### config.mk
export PLATFORM = sky130hd
export DESIGN_NAME = regfile_write_arbiter
export DESIGN_NICKNAME = d
export VERILOG_FILES = /design/src/rtl/regwr_pkg.sv /design/src/rtl/regwr_fifo.sv /design/src/rtl/regfile_write_arbiter.sv
export SDC_FILE = /design/constraint.sdc
export NUM_CORES = 1
export LEC_CHECK = 0
export CAP_MARGIN = 40
export CORE_MARGIN = 10
export CORE_UTILIZATION = 45
export CTS_BUF_LIST = sky130_fd_sc_hd__clkbuf_4 sky130_fd_sc_hd__clkbuf_8
export DETAILED_ROUTE_END_ITERATION = 12
export PLACE_DENSITY_LB_ADDON = 0.3
export SLEW_MARGIN = 20
export SYNTH_ARGS = -nofsm -noshare
export SYNTH_HDL_FRONTEND = slang
export SYNTH_SLANG_ARGS = --single-unit
### constraint.sdc
create_clock -name clock -period 3.39 [get_ports clock]
set_input_delay 0.678 -clock clock [delete_from_list [all_inputs] [get_ports clock]]
set_output_delay 0.678 -clock clock [all_outputs]
set_load 0.02 [all_outputs]
### src/rtl/regwr_pkg.sv
// Shared types and constants for the register-file write arbiter.
package regwr_pkg;
    localparam logic [4:0] REG_ZERO  = 5'd0;
    localparam int         DROPCNT_W = 8;

    typedef struct packed {
        logic [4:0]  wreg;
        logic [31:0] data;
    } regwr_evt_t;
endpackage

### src/rtl/regwr_fifo.sv
// Circular event buffer with push/pop, full/empty flags and an occupancy count.
module regwr_fifo
    import regwr_pkg::*;
#(
    parameter int DEPTH = 4,
    localparam int AW = $clog2(DEPTH),
    localparam int CW = $clog2(DEPTH) + 1
) (
    input  logic          clock,
    input  logic          reset,
    input  logic          push,
    input  logic          pop,
    input  regwr_evt_t    din,
    output regwr_evt_t    head,
    output logic          full,
    output logic          empty,
    output logic [CW-1:0] count
);
    regwr_evt_t    mem [DEPTH];
    logic [AW-1:0] rd_ptr;
    logic [AW-1:0] wr_ptr;
    logic          push_ok;
    logic          pop_ok;

    assign full  = (count == CW'(DEPTH));
    assign empty = (count == '0);
    assign head  = mem[rd_ptr];

    // A pop in the same cycle frees the slot, so a push at full still lands.
    assign pop_ok  = pop && !empty;
    assign push_ok = push && (!full || pop_ok);

    always_ff @(posedge clock) begin
        if (reset) begin
            rd_ptr <= '0;
            wr_ptr <= '0;
            count  <= '0;
        end else begin
            if (push_ok) begin
                mem[wr_ptr] <= din;
                wr_ptr      <= wr_ptr + 1'b1;
            end
            if (pop_ok)
                rd_ptr <= rd_ptr + 1'b1;
            count <= count + CW'(push_ok) - CW'(pop_ok);
        end
    end
endmodule

### src/rtl/regfile_write_arbiter.sv
// Merges CPU writeback (always wins) with queued game-input events onto one regfile write port.
// Optional drop counter enabled by defining REGWR_DROPCNT_EN.
module regfile_write_arbiter
    import regwr_pkg::*;
#(
    parameter int DEPTH = 4,
    localparam int CW = $clog2(DEPTH) + 1
) (
    input  logic          clock,
    input  logic          ctrl_reset,
    input  logic          cpu_writeEnable,
    input  logic [4:0]    cpu_writeReg,
    input  logic [31:0]   cpu_data,
    input  logic          evt_valid,
    input  logic [4:0]    evt_reg,
    input  logic [31:0]   evt_data,
    output logic          evt_ready,
    output logic [CW-1:0] fifo_count,
    output logic          ctrl_writeEnable,
    output logic [4:0]    ctrl_writeReg,
    output logic [31:0]   data_writeReg,
    output logic          src_evt
`ifdef REGWR_DROPCNT_EN
    ,
    output logic [DROPCNT_W-1:0] drop_count
`endif
);
    logic       cpu_eff;
    logic       push;
    logic       pop;
    logic       full;
    logic       empty;
    regwr_evt_t head;
    regwr_evt_t din;

    assign cpu_eff = cpu_writeEnable && (cpu_writeReg != REG_ZERO);
    assign push    = !ctrl_reset && evt_valid && (evt_reg != REG_ZERO);
    // Events only drain into cycles the CPU leaves idle (including writes to r0).
    assign pop     = !ctrl_reset && !cpu_eff && !empty;
    assign din     = '{wreg: evt_reg, data: evt_data};

    regwr_fifo #(.DEPTH(DEPTH)) u_fifo (
        .clock (clock),
        .reset (ctrl_reset),
        .push  (push),
        .pop   (pop),
        .din   (din),
        .head  (head),
        .full  (full),
        .empty (empty),
        .count (fifo_count)
    );

    assign evt_ready = !full;

    always_comb begin
        ctrl_writeEnable = 1'b0;
        ctrl_writeReg    = REG_ZERO;
        data_writeReg    = '0;
        src_evt          = 1'b0;
        if (!ctrl_reset) begin
            if (cpu_eff) begin
                ctrl_writeEnable = 1'b1;
                ctrl_writeReg    = cpu_writeReg;
                data_writeReg    = cpu_data;
            end else if (!empty) begin
                ctrl_writeEnable = 1'b1;
                ctrl_writeReg    = head.wreg;
                data_writeReg    = head.data;
                src_evt          = 1'b1;
            end
        end
    end

`ifdef REGWR_DROPCNT_EN
    always_ff @(posedge clock) begin
        if (ctrl_reset)
            drop_count <= '0;
        else if (push && full && !pop && (drop_count != '1))
            drop_count <= drop_count + 1'b1;
    end
`endif
endmodule

==> results.md, run 1 <==
- Max H-tree Level: 4
- Pre-CTS setup slack: -0.3138 ns
- TNS Setup: 0 ns
- Crit end category: output pin
- Syn avg cell area: around 17 µm²
- Wirelength per Cell: between 20 and 25 µm
- Placer congestion estimate: between 0.7 and 0.8
- Worst setup SP type: input pin
- Mapped Area: roughly 6500 µm²
- Hold Fails Final Rpt: 0
- Rows: 43
- Ports: 121
- Most frequent cell after synthesis: edfxtp_1
- Final worst slack: between 0.08 and 0.09 ns
- Mapped Cells: 380
- Post-DRT Antenna Nets: 0
- Die Ht: around 140 µm
- Via Count: 3824
- Post-synth EDFFs: ~150
- Worst-Margin Slew: 0.5214 ns
- CORE AREA: 13990 µm²
- Initial antenna violation count: 0
- Number of global-route vias before repair: between 4k and 5k
- Clk slew on worst S/H paths: around 0.10 ns
- Crit Path Class: in2out
- First-pass GRT wire length: between 20000 and 25000 µm
- Post-synth cell types: 33
- CTS Hold Buffers Added: 0
- FMAX: between 300 and 400 MHz
- Synthesis warning total: 0
- Seq/Total Area, Yosys: 0.7160
- Power Density: roughly 550 nW/µm²
- Critical path's slowest cell: clkdlybuf4s50_1
- Later-pin clock latency in the skew report: ~0.44 ns
- Post CTS Setup Buffer Count: 0
- Largest net degree at the start of global routing: 28
- RSZ-0062 raised after global routing: false
- Buf+Inv Stages, Crit Path: 3
- Layout cells sized above 1: 0.2603
- Clock Skews: between 0.015 and 0.02 ns
- Max VDD drop: roughly 0.00023 V
- Post-Route Utilization: 0.5953
- Hold slack: between 0.5 and 0.6 ns
- Area grow syn2layout: 28.94%
- Status: finished clean
- Worst EP required: around 2.7 ns
- #FFs+latches synth: 157
- Worst path cell trace: clkdlybuf4s50_1 -> or3_4 -> o31ai_4 -> buf_12 -> nand3_1 -> a21oi_1 -> dlygate4sd2_1
- Post-DP HPWL: approximately 10000 µm
- Area share of the largest cell type after synthesis: 0.6881
- Setup Viol. Count Final: 0
- Worst path arrival time: around 2.6 ns
- TritonCTS clock tree: yes
- Clock sink count: about 160
- Clock tree buffer depth: 2
- Pins Over Slew Limit: 0
- Ys async rst share: 0
- Hold crit path type: reg2reg
- Crit-path max cell delay: about 0.46 ns
- DRC violations left: 0
- Die area: approximately 20000 µm²
- Critical path fanouts, max: 12
- Post-synth top flop: edfxtp_1
- Top cells by count, synth: 148 x edfxtp_1, 37 x mux4_2, 37 x nand2_1, 37 x nand3_1, 36 x a21oi_1
- Die width: between 100 and 150 µm
- Final WL: between 10000 and 15000 µm
- TritonRoute pass-1 iters: 4
- GRT Total Usage: 0.1523
- Net Count, Synth: 465
- Leak Pwr: between 2 and 3 nW
- IO Port Bufs: between 100 and 150
- Starting density of the core: 0.4617
- Rel. slew slack: 0.6524
- Crit-path leading delay family: buffers and inverters
- Max-cap viol count: 0
- Tmin final: 3.306 ns
- Fin nets: 606
- Detailed router's first-iteration violation count: 260
- Vias per inst: between 5 and 6
- Crit share post-route: 0.9752
- Root buffer cell: clkbuf_8
- GR Overflow Total: 0
- Ranking of synthesized cells by area: edfxtp_1 69%, mux4_2 13%, nand3_1 2.9%, a21oi_1 2.8%, dfxtp_1 2.8%
- Total CTS buffers: 17
- Fillers: roughly 1.1k
- Cell taking the most area after synthesis: edfxtp_1
## stage by stage
stage          power (mW)  cells  area [µm²]
2_1_floorplan       2.917    380        6459
3_3_place_gp        3.343    682        8112
3_5_place_dp        3.363    682        8112
4_1_cts             4.619    714        8458
5_1_grt             4.776    714        8325
6_report            4.558    715        8328
## flip-flops by register name, summed over array words and instances, names as in the netlist, named ones only
signal,count
u_fifo.mem,148
u_fifo.count,3
u_fifo.rd_ptr,2
u_fifo.wr_ptr,2
## cells by family (layout without fill, tap and decap cells)
group / Yosys count / in the layout / synth area share
mux: 39 / 39 / 0.1323
buf+inv: 31 / 185 / 0.02053
compound gates: 44 / 44 / 0.04165
xor+xnor: 4 / 4 / 0.005425
other cells: 0 / 1 / 0
fa+ha+maj: 7 / 7 / 0.01472
simple gates: 98 / 98 / 0.06935
flops: 157 / 157 / 0.7160
## per-layer routing
metal / wire length, µm / track usage
met5: 0 / 0
met4: 150 / 0.03859
met3: 1183 / 0.05784
met2: 7009 / 0.2425
met1: 6393 / 0.1917
## layout by cell type (no fill, tap or decap), types with 2 or more instances in the layout
| cell type | synthesis | final |
|---|---|---|
| a21oi_1 | 36 | 36 |
| and2_2 | 0 | 4 |
| buf_12 | 0 | 10 |
| buf_2 | 7 | 8 |
| buf_4 | 0 | 18 |
| clkbuf_2 | 0 | 23 |
| clkbuf_8 | 0 | 17 |
| clkdlybuf4s15_1 | 0 | 3 |
| clkdlybuf4s50_1 | 0 | 81 |
| clkinv_2 | 0 | 3 |
| clkinvlp_4 | 0 | 4 |
| dfxtp_1 | 9 | 7 |
| dfxtp_2 | 0 | 2 |
| dlygate4sd2_1 | 0 | 5 |
| edfxtp_1 | 148 | 148 |
| ha_1 | 6 | 6 |
| inv_1 | 5 | 5 |
| inv_6 | 0 | 7 |
| mux4_2 | 37 | 37 |
| nand2_1 | 37 | 37 |
| nand2b_1 | 2 | 2 |
| nand3_1 | 37 | 37 |
| nor2_1 | 13 | 13 |
| xor2_1 | 3 | 3 |
## worst min-delay path, stage by stage, from the launching register on
cell      delay, ns
dfxtp_1        0.36
nand2b_1       0.09
mux2i_1        0.05
## worst paths after layout
check / start / cells past startpoint / slack, ns / endpoint
worst max-delay path: cpu_writeReg[4] / 7 / 0.08 / ctrl_writeReg[0]
worst min-delay path: u_fifo.wr_ptr[1]$_SDFFE_PP0N_ / 2 / 0.54 / u_fifo.wr_ptr[1]$_SDFFE_PP0N_
worst max register to register: u_fifo.count[1]$_SDFF_PP0_ / 11 / 0.59 / u_fifo.count[2]$_SDFF_PP0_
worst min register to register: u_fifo.wr_ptr[1]$_SDFFE_PP0N_ / 2 / 0.54 / u_fifo.wr_ptr[1]$_SDFFE_PP0N_
## power by group
part           internal, mW  switching, mW
combinational         0.466          0.527
sequential             2.22         0.0420
clock                 0.592          0.713
total                  3.28           1.28
## area by class of cell
class                      count  area [µm²]  share of cell area
sequential                   157        4627              0.5556
multi-input combinational    192        1709              0.2052
timing repair buffer         148        1375              0.1651
clock buffer                  17       234.0             0.02809
tap                          180       225.2             0.02704
clock inverter                15       136.4             0.01638
inverter                       5       18.77            0.002254
antenna                        1       2.502           0.0003005
## repair_timing
item	CTS	global route
setup endpoints to repair	38	33
pin swaps	0	0
gates resized for setup	57	51
cloned	0	0
Power figures use the tool's default switching activity.
==> run 2: changes to the inputs <==
Settings changed: GPL_TIMING_DRIVEN set to 1.
==> results of run 2 <==
Same layout as run 1: the final DEF is identical, and so are final timing and power.
